<file path="src/rtl/cvae_pkg.sv">
// Shared definitions for the CVAE datapath blocks.
//  - fc_state_t : fully-connected engine controller states
//  - fc_tag_t   : per-element tag travelling alongside the SRAM read latency
//  - round_shift / sat_clip : fixed-point requantisation helpers, evaluated
//    on a wide signed carrier (SAT_W bits) so callers can sign-extend into it
package cvae_pkg;

  localparam int unsigned FRAC_BITS_DEF = 24;
  localparam int unsigned RD_LAT_DEF    = 2;
  localparam int unsigned SAT_W         = 96;

  typedef enum logic [2:0] {
    ST_IDLE,
    ST_ISSUE,
    ST_DRAIN,
    ST_ZERO,
    ST_FIN
  } fc_state_t;

  typedef struct packed {
    logic valid;
    logic first;
    logic last;
    logic fin;
  } fc_tag_t;

  // Round-half-up then arithmetic shift right by frac (frac >= 1).
  function automatic logic signed [SAT_W-1:0] round_shift(
    input logic signed [SAT_W-1:0] v,
    input int unsigned             frac
  );
    logic signed [SAT_W-1:0] half;
    half = SAT_W'(1) << (frac - 1);
    return (v + half) >>> frac;
  endfunction

  // Clamp v to the signed range of a dw-bit word.
  function automatic logic signed [SAT_W-1:0] sat_clip(
    input logic signed [SAT_W-1:0] v,
    input int unsigned             dw
  );
    logic signed [SAT_W-1:0] hi;
    logic signed [SAT_W-1:0] lo;
    hi = (SAT_W'(1) << (dw - 1)) - SAT_W'(1);
    lo = ~hi;
    if (v > hi) return hi;
    if (v < lo) return lo;
    return v;
  endfunction

endpackage

</file>
<file path="src/rtl/fc_requant.sv">
// Requantisation stage of the FC engine: round/shift the accumulator, add the
// bias, saturate to DATA_WIDTH and optionally apply ReLU, then register the
// result together with the output write strobe.
// Ports:
//  clk, rst_n : clock, async active-low reset
//  load       : final accumulation of a neuron is present on acc this cycle
//  acc        : signed accumulator value (ACC_WIDTH)
//  bias       : signed bias for this neuron (already 0 when bias is disabled)
//  relu_en    : clamp negative results to zero
//  wea        : registered write strobe (one cycle per load)
//  wdata      : registered result, held between writes
module fc_requant
  import cvae_pkg::*;
#(
  parameter int unsigned DATA_WIDTH = 32,
  parameter int unsigned ACC_WIDTH  = 76,
  parameter int unsigned FRAC_BITS  = FRAC_BITS_DEF
) (
  input  logic                  clk,
  input  logic                  rst_n,
  input  logic                  load,
  input  logic [ACC_WIDTH-1:0]  acc,
  input  logic [DATA_WIDTH-1:0] bias,
  input  logic                  relu_en,
  output logic                  wea,
  output logic [DATA_WIDTH-1:0] wdata
);

  logic signed [SAT_W-1:0] acc_w;
  logic signed [SAT_W-1:0] bias_w;
  logic signed [SAT_W-1:0] sum;
  logic [DATA_WIDTH-1:0]   result;

  always_comb begin
    acc_w  = {{(SAT_W-ACC_WIDTH){acc[ACC_WIDTH-1]}}, acc};
    bias_w = {{(SAT_W-DATA_WIDTH){bias[DATA_WIDTH-1]}}, bias};
    sum    = round_shift(acc_w, FRAC_BITS) + bias_w;
    result = DATA_WIDTH'(sat_clip(sum, DATA_WIDTH));
    // Saturation preserves sign, so the pre-clip sign decides ReLU.
    if (relu_en && sum[SAT_W-1]) result = '0;
  end

  always_ff @(posedge clk or negedge rst_n) begin
    if (!rst_n) begin
      wea   <= 1'b0;
      wdata <= '0;
    end else begin
      wea <= load;
      if (load) wdata <= result;
    end
  end

endmodule

</file>
<file path="src/rtl/fc_engine.sv">
// Fully-connected layer engine: out[j] = act(sat(rnd(sum_k in[k]*W[j*IN+k]) + bias[j])).
// One MAC per cycle; addresses are issued back-to-back across rows and the
// returning SRAM data is matched up by a RD_LAT-deep tag pipeline.
// Ports:
//  clk, rst_n                : clock, async active-low reset
//  start / busy / done       : launch pulse (IDLE only), activity flag, completion pulse
//  cfg_*                     : dimensions, base addresses, bias/ReLU enables (sampled with start)
//  sram_input_*              : input vector SRAM read port
//  sram_weight_*             : weight SRAM read port (row-major, row = output neuron)
//  sram_bias_*               : bias SRAM read port
//  sram_output_*             : output SRAM write port
module fc_engine
  import cvae_pkg::*;
#(
  parameter int unsigned ADDR_WIDTH = 16,
  parameter int unsigned DATA_WIDTH = 32,
  parameter int unsigned DIM_WIDTH  = 12,
  parameter int unsigned FRAC_BITS  = FRAC_BITS_DEF,
  parameter int unsigned RD_LAT     = RD_LAT_DEF,
  parameter int unsigned ACC_WIDTH  = 76
) (
  input  logic                  clk,
  input  logic                  rst_n,
  input  logic                  start,
  output logic                  busy,
  output logic                  done,
  input  logic [DIM_WIDTH-1:0]  cfg_in_dim,
  input  logic [DIM_WIDTH-1:0]  cfg_out_dim,
  input  logic [ADDR_WIDTH-1:0] cfg_in_base,
  input  logic [ADDR_WIDTH-1:0] cfg_w_base,
  input  logic [ADDR_WIDTH-1:0] cfg_b_base,
  input  logic [ADDR_WIDTH-1:0] cfg_out_base,
  input  logic                  cfg_bias_en,
  input  logic                  cfg_relu_en,
  output logic [ADDR_WIDTH-1:0] sram_input_addr,
  input  logic [DATA_WIDTH-1:0] sram_input_rdata,
  output logic [ADDR_WIDTH-1:0] sram_weight_addr,
  input  logic [DATA_WIDTH-1:0] sram_weight_rdata,
  output logic [ADDR_WIDTH-1:0] sram_bias_addr,
  input  logic [DATA_WIDTH-1:0] sram_bias_rdata,
  output logic                  sram_output_wea,
  output logic [ADDR_WIDTH-1:0] sram_output_addr,
  output logic [DATA_WIDTH-1:0] sram_output_wdata
);

  if (ACC_WIDTH < 2*DATA_WIDTH + DIM_WIDTH) begin : g_chk_acc
    $error("fc_engine: ACC_WIDTH too small for 2*DATA_WIDTH+DIM_WIDTH");
  end
  if (ACC_WIDTH + 2 > SAT_W) begin : g_chk_sat
    $error("fc_engine: ACC_WIDTH exceeds requantisation carrier width");
  end
  if (RD_LAT < 1 || RD_LAT > 4) begin : g_chk_lat
    $error("fc_engine: RD_LAT must be 1..4");
  end
  if (FRAC_BITS < 1) begin : g_chk_frac
    $error("fc_engine: FRAC_BITS must be at least 1");
  end

  fc_state_t state_q, state_d;

  logic [DIM_WIDTH-1:0]  in_dim_q, out_dim_q;
  logic [ADDR_WIDTH-1:0] in_base_q;
  logic                  bias_en_q, relu_en_q;
  logic [DIM_WIDTH-1:0]  k_q, j_q;
  logic [ADDR_WIDTH-1:0] out_ptr_q;
  logic                  k_last, j_last, start_go, dims_ok;

  fc_tag_t               tag_in, tag_out;
  fc_tag_t [RD_LAT-1:0]  tag_pipe;
  fc_tag_t [RD_LAT-1:0]  pipe_d;

  logic [2*DATA_WIDTH-1:0] in_ext, w_ext, prod;
  logic [ACC_WIDTH-1:0]    prod_ext, acc_q, acc_sum;
  logic [DATA_WIDTH-1:0]   bias_q, bias_cur;
  logic                    last_wr_q;

  assign k_last   = (k_q == in_dim_q - DIM_WIDTH'(1));
  assign j_last   = (j_q == out_dim_q - DIM_WIDTH'(1));
  assign start_go = (state_q == ST_IDLE) && start;
  assign dims_ok  = (cfg_in_dim != '0) && (cfg_out_dim != '0);

  // ---------------------------------------------------------------- FSM
  always_ff @(posedge clk or negedge rst_n) begin
    if (!rst_n) state_q <= ST_IDLE;
    else        state_q <= state_d;
  end

  always_comb begin
    state_d = state_q;
    busy    = 1'b0;
    done    = 1'b0;
    unique case (state_q)
      ST_IDLE:  if (start) state_d = dims_ok ? ST_ISSUE : ST_ZERO;
      ST_ISSUE: begin
        busy = 1'b1;
        if (k_last && j_last) state_d = ST_DRAIN;
      end
      ST_DRAIN: begin
        busy = 1'b1;
        if (last_wr_q) state_d = ST_FIN;
      end
      ST_ZERO: begin
        busy    = 1'b1;
        state_d = ST_FIN;
      end
      ST_FIN: begin
        done    = 1'b1;
        state_d = ST_IDLE;
      end
      default: state_d = ST_IDLE;
    endcase
  end

  // ------------------------------------------------- address generation
  // Weight address is a running pointer: rows are contiguous, so it simply
  // increments every issue cycle without a j*IN multiply.
  always_ff @(posedge clk or negedge rst_n) begin
    if (!rst_n) begin
      in_dim_q         <= '0;
      out_dim_q        <= '0;
      in_base_q        <= '0;
      bias_en_q        <= 1'b0;
      relu_en_q        <= 1'b0;
      k_q              <= '0;
      j_q              <= '0;
      sram_input_addr  <= '0;
      sram_weight_addr <= '0;
      sram_bias_addr   <= '0;
    end else if (start_go) begin
      in_dim_q  <= cfg_in_dim;
      out_dim_q <= cfg_out_dim;
      in_base_q <= cfg_in_base;
      bias_en_q <= cfg_bias_en;
      relu_en_q <= cfg_relu_en;
      k_q       <= '0;
      j_q       <= '0;
      if (dims_ok) begin
        sram_input_addr  <= cfg_in_base;
        sram_weight_addr <= cfg_w_base;
        sram_bias_addr   <= cfg_bias_en ? cfg_b_base : '0;
      end
    end else if (state_q == ST_ISSUE && !(k_last && j_last)) begin
      sram_weight_addr <= sram_weight_addr + ADDR_WIDTH'(1);
      if (k_last) begin
        k_q             <= '0;
        j_q             <= j_q + DIM_WIDTH'(1);
        sram_input_addr <= in_base_q;
        if (bias_en_q) sram_bias_addr <= sram_bias_addr + ADDR_WIDTH'(1);
      end else begin
        k_q             <= k_q + DIM_WIDTH'(1);
        sram_input_addr <= sram_input_addr + ADDR_WIDTH'(1);
      end
    end
  end

  // ------------------------------------------------------ tag pipeline
  always_comb begin
    tag_in       = '0;
    tag_in.valid = (state_q == ST_ISSUE);
    tag_in.first = (state_q == ST_ISSUE) && (k_q == '0);
    tag_in.last  = (state_q == ST_ISSUE) && k_last;
    tag_in.fin   = (state_q == ST_ISSUE) && k_last && j_last;
  end

  if (RD_LAT == 1) begin : g_lat1
    assign pipe_d = tag_in;
  end else begin : g_latn
    assign pipe_d = {tag_pipe[RD_LAT-2:0], tag_in};
  end

  assign tag_out = tag_pipe[RD_LAT-1];

  always_ff @(posedge clk or negedge rst_n) begin
    if (!rst_n) tag_pipe <= '0;
    else        tag_pipe <= pipe_d;
  end

  // ------------------------------------------------------- MAC datapath
  always_comb begin
    in_ext   = {{DATA_WIDTH{sram_input_rdata[DATA_WIDTH-1]}}, sram_input_rdata};
    w_ext    = {{DATA_WIDTH{sram_weight_rdata[DATA_WIDTH-1]}}, sram_weight_rdata};
    prod     = in_ext * w_ext;
    prod_ext = {{(ACC_WIDTH-2*DATA_WIDTH){prod[2*DATA_WIDTH-1]}}, prod};
    // The first element of a row loads rather than adds, so no clear cycle
    // is needed between rows (IN=1 rows arrive every cycle).
    acc_sum  = tag_out.first ? prod_ext : acc_q + prod_ext;
    // Bias returns with the first element; for IN=1 it is used the same cycle.
    if (tag_out.first) bias_cur = bias_en_q ? sram_bias_rdata : '0;
    else               bias_cur = bias_q;
  end

  always_ff @(posedge clk or negedge rst_n) begin
    if (!rst_n) begin
      acc_q            <= '0;
      bias_q           <= '0;
      out_ptr_q        <= '0;
      sram_output_addr <= '0;
      last_wr_q        <= 1'b0;
    end else begin
      last_wr_q <= tag_out.valid && tag_out.last && tag_out.fin;
      if (start_go) out_ptr_q <= cfg_out_base;
      if (tag_out.valid) begin
        acc_q <= acc_sum;
        if (tag_out.first) bias_q <= bias_cur;
        if (tag_out.last) begin
          sram_output_addr <= out_ptr_q;
          out_ptr_q        <= out_ptr_q + ADDR_WIDTH'(1);
        end
      end
    end
  end

  fc_requant #(
    .DATA_WIDTH (DATA_WIDTH),
    .ACC_WIDTH  (ACC_WIDTH),
    .FRAC_BITS  (FRAC_BITS)
  ) u_requant (
    .clk     (clk),
    .rst_n   (rst_n),
    .load    (tag_out.valid && tag_out.last),
    .acc     (acc_sum),
    .bias    (bias_cur),
    .relu_en (relu_en_q),
    .wea     (sram_output_wea),
    .wdata   (sram_output_wdata)
  );

endmodule
</file>
<file path="config.mk">
export PLATFORM = sky130hd
export DESIGN_NAME = fc_engine
export DESIGN_NICKNAME = d
export VERILOG_FILES = /design/src/rtl/cvae_pkg.sv /design/src/rtl/fc_requant.sv /design/src/rtl/fc_engine.sv
export SDC_FILE = /design/constraint.sdc
export NUM_CORES = 2
export LEC_CHECK = 0
export CAP_MARGIN = 20
export CELL_PAD_IN_SITES_DETAIL_PLACEMENT = 1
export CELL_PAD_IN_SITES_GLOBAL_PLACEMENT = 1
export CORE_UTILIZATION = 25
export DETAILED_ROUTE_END_ITERATION = 10
export HOLD_SLACK_MARGIN = 0.05
export PLACE_DENSITY = 0.46
export SLEW_MARGIN = 15
export SYNTH_ARGS = -nofsm -noshare
export SYNTH_HDL_FRONTEND = slang
export SYNTH_SLANG_ARGS = --single-unit
</file>
<file path="constraint.sdc">
create_clock -name clk -period 9.95 [get_ports clk]
set_input_delay 1.99 -clock clk [delete_from_list [all_inputs] [get_ports clk]]
set_output_delay 1.99 -clock clk [all_outputs]
set_load 0.03 [all_outputs]
</file>
==> results.md <==
- Worst-Skew Late Latency: roughly 0.6 ns
- Die area: around 0.25 mm^2
- Synth top area share: 35.5%
- Clk root buf: clkbuf_16
- Sequential cell area: between 0.007 and 0.008 mm^2
- PortBufs: 287
- Layout cell share with drive strength beyond 1: between 30% and 40%
- Post-detail-place hpwl: between 150000 and 200000 um
- Clk pin slew, worst setup/hold paths: roughly 0.060 ns
- Nets: around 10k
- Antenna Nets Post-Route: 0
- Initial Util: about a quarter
- CP Capture Type: register
- Num CTS Buffers: 39
- Largest net degree at the start of global routing: approximately 130
- Core area: 0.243 mm^2
- Clock period minus worst slack: about 15 ns
- Highest-delay cell along the critical path: fa_1
- Final Util: a little over a third
- Setup WS pre-CTS: -6.42 ns
- Vias post-DR: between 50k and 60k
- Ys flop type: dfrtp_1
- Initial DRC count: ~2.3k
- Clock skew: roughly 0.037 ns
- Cell accounting for the most synthesized area: fa_1
- TritonCTS clock tree: done
- Post-synthesis sequential area ratio: between 10% and 20%
- Synth unique cells: 100
- Setup violators final: between 70 and 80
- Synth Cell Area: a little over 0.06 mm^2
- CP arrival: between 15 and 20 ns
- Synth area leaders: fa_1 36%, dfrtp_1 12%, ha_1 6.7%
- DR pass1 iterations: 5
- Ys async rst share: between 90% and 100%
- Relative slew margins: a little under a third
- Tot GR Track Use: approximately a fifth
- Top cells by count, synth: 1084 x fa_1, 990 x inv_1, 988 x nand2_1
- YS warnings: 0
- Vias in the first global route: about 62k
- Final Wtd Congestion: between 0.8 and 0.9
- WS Path Type: primary input to register
- RSZ-0062 raised after global routing: yes
- Period utilisation layout: 147%
- Mapped Avg Cell Area: 8.65 um^2
- Post-Layout Cell Count: 11.9k
- Cells after synthesis: about 7.1k
- Io pins: about 290
- DRC Markers: 0
- Setup slack after layout: -4.64 ns
- Synth Register Bits: roughly 300
- Peak Freq: roughly 69 MHz
- Gr ovfl total: 0
- First-pass GRT wire length: between 300000 and 400000 um
- Via density: 4.71
- Area growth syn-to-layout: 43.6%
- TritonCTS Sinks: around 300
- Die Height: 496 um
- Worst hold path type: register to register
- Row count: approximately 180
- Slew @ Worst Pin: between 1 and 1.5 ns
- Final hold viol count: 0
- Final max-slew violation count: 0
- Kind of launch point of the worst setup path: primary input
- Wire length per cell: 21.1 um
- Crit-path max cell delay: about 0.57 ns
- Count leader, synth: fa_1
- Status: finished, violations left
- Clock Path Buffers: 3
- Final WL: between 200000 and 250000 um
- Initial antenna violation count: 16
- H-tree depth: 2
- Syn nets: around 8.7k
- Failing checks: negative setup slack
- Critical path data required time: ~10 ns
- Area of the multi-input gates: about 0.053 mm^2
- Worst Path Max Fanout: 13
- DP Cell Count: between 10k and 15k
- MaxCap Viol Count: 0
- Post-synth EDFFs: 0
- Die X: between 400 and 500 um
- Fillers: 27.8k
- Worst R2R Setup Slack: roughly 2.2 ns
- Crit path top cell by count: fa_1
-- metal layers --
layer	GRT usage [%]	part of all wire (%)	vias up
met3	1.75	3.3	173
met4	2.76	1.5	22
met2	33.1	47	760
met5	0	0.064	-
met1	28.8	48	29000
li1	-	-	25900
-- placed cells by master, fill, tap and decap left out, types with 28 or more instances in the layout --
cell                n
nand4_1            85
inv_1             941
buf_4            1337
o21ai_0           154
buf_12            107
a31oi_1            41
a21o_1             92
ha_4               74
o211ai_1           38
a221o_1            32
xnor2_1           122
and2_1            462
xnor2_2            30
a211oi_1           36
o21a_1             41
dfrtp_1           297
clkdlybuf4s50_1   223
ha_1              247
and3_1             53
a21oi_2            86
nand2_2            42
o21ai_2            48
a22o_1             69
nor3_1             44
nand2_1           931
inv_2              45
o21ai_1            38
a21oi_1           266
fa_2              117
fa_1              967
nor2_1            334
buf_6             126
nor2_2             38
clkbuf_16          61
a21oi_4            29
clkbuf_2           28
nand3_1            75
xor2_1             81
and2_4             70
-- kinds of logic (layout without fill, tap and decap cells) --
family / after synthesis / in the layout / share of synthesized area (%)
other: 0 / 7 / 0
muxes: 42 / 42 / 0.725
DFF: 299 / 299 / 12.3
xor gates and xnor gates: 259 / 259 / 3.73
buffers and inverters: 1384 / 2968 / 8.59
adders and majority gates: 1411 / 1411 / 42.2
and+or+nand+nor: 2400 / 2401 / 18.9
AOI/OAI and AO/OA: 1262 / 1262 / 13.6
-- stage by stage --
stage	hold WS, ns	area (um^2)	TNS [ns]
after floorplan	0.331	62200	-149.05
after global placement	0.336	78100	-319.06
after detailed placement	0.337	78100	-319.07
after CTS	0.352	83700	-196.78
after global routing	0.353	87700	-211.59
final	0.349	87700	-181.11
-- critical path, delay by kind of cell --
kind / cells / cell delay (ns)
simple gates: 15 / 3.58
buf+inv: 11 / 1.52
xor+xnor: 3 / 0.49
compound gates: 12 / 2.55
fa+ha+maj: 11 / 4.92
-- final timing paths --
kind                                            from                               to  depth (start not counted)
worst max register to register  acc_q[0]$_DFFE_PN0P_   u_requant.wdata[4]$_DFFE_PN0P_                         31
max in group asynchronous                      rst_n           bias_q[30]$_DFFE_PN0P_                          3
min in group asynchronous                      rst_n  sram_input_addr[10]$_DFFE_PN0P_                          1
worst max-delay path            sram_weight_rdata[5]   u_requant.wdata[4]$_DFFE_PN0P_                         52
worst min-delay path             pipe_d[7]$_DFF_PN0_             tag_out[3]$_DFF_PN0_                          0
worst min register to register   pipe_d[7]$_DFF_PN0_             tag_out[3]$_DFF_PN0_                          0
-- state kept, by name (all words and copies together) (netlist names), 16 cells and up --
| register | flops |
|---|---|
| in_base_q | 16 |
| acc_q | 76 |
| sram_output_addr | 16 |
| u_requant.wdata | 32 |
| bias_q | 32 |
| sram_input_addr | 16 |
| out_ptr_q | 16 |
| sram_weight_addr | 16 |
| sram_bias_addr | 16 |
-- area by class of cell --
type                    instances  area share, %
diodes                          7         0.0200
flip-flops and latches        299           8.54
well taps                    3202           4.57
inverters                     991           4.26
repair buffers               1905           20.3
clock buffers                  56           1.28
clock inverters                16          0.184
multi-input cells            5375           60.9
-- timing repair --
action / 4_1_cts / 5_1_grt
gates resized for setup: 610 / 725
cloned: 32 / 24
buffers inserted: 128 / 154
hold buffers: 0 / 0
endpoints found under the setup margin: 88 / 91
hold endpoints to repair: 0 / 0
pin swaps: 223 / 422
Power is left out: the tool's default activity adds up to more than one toggle a clock period on the data nets, which glitch-free logic cannot reach.
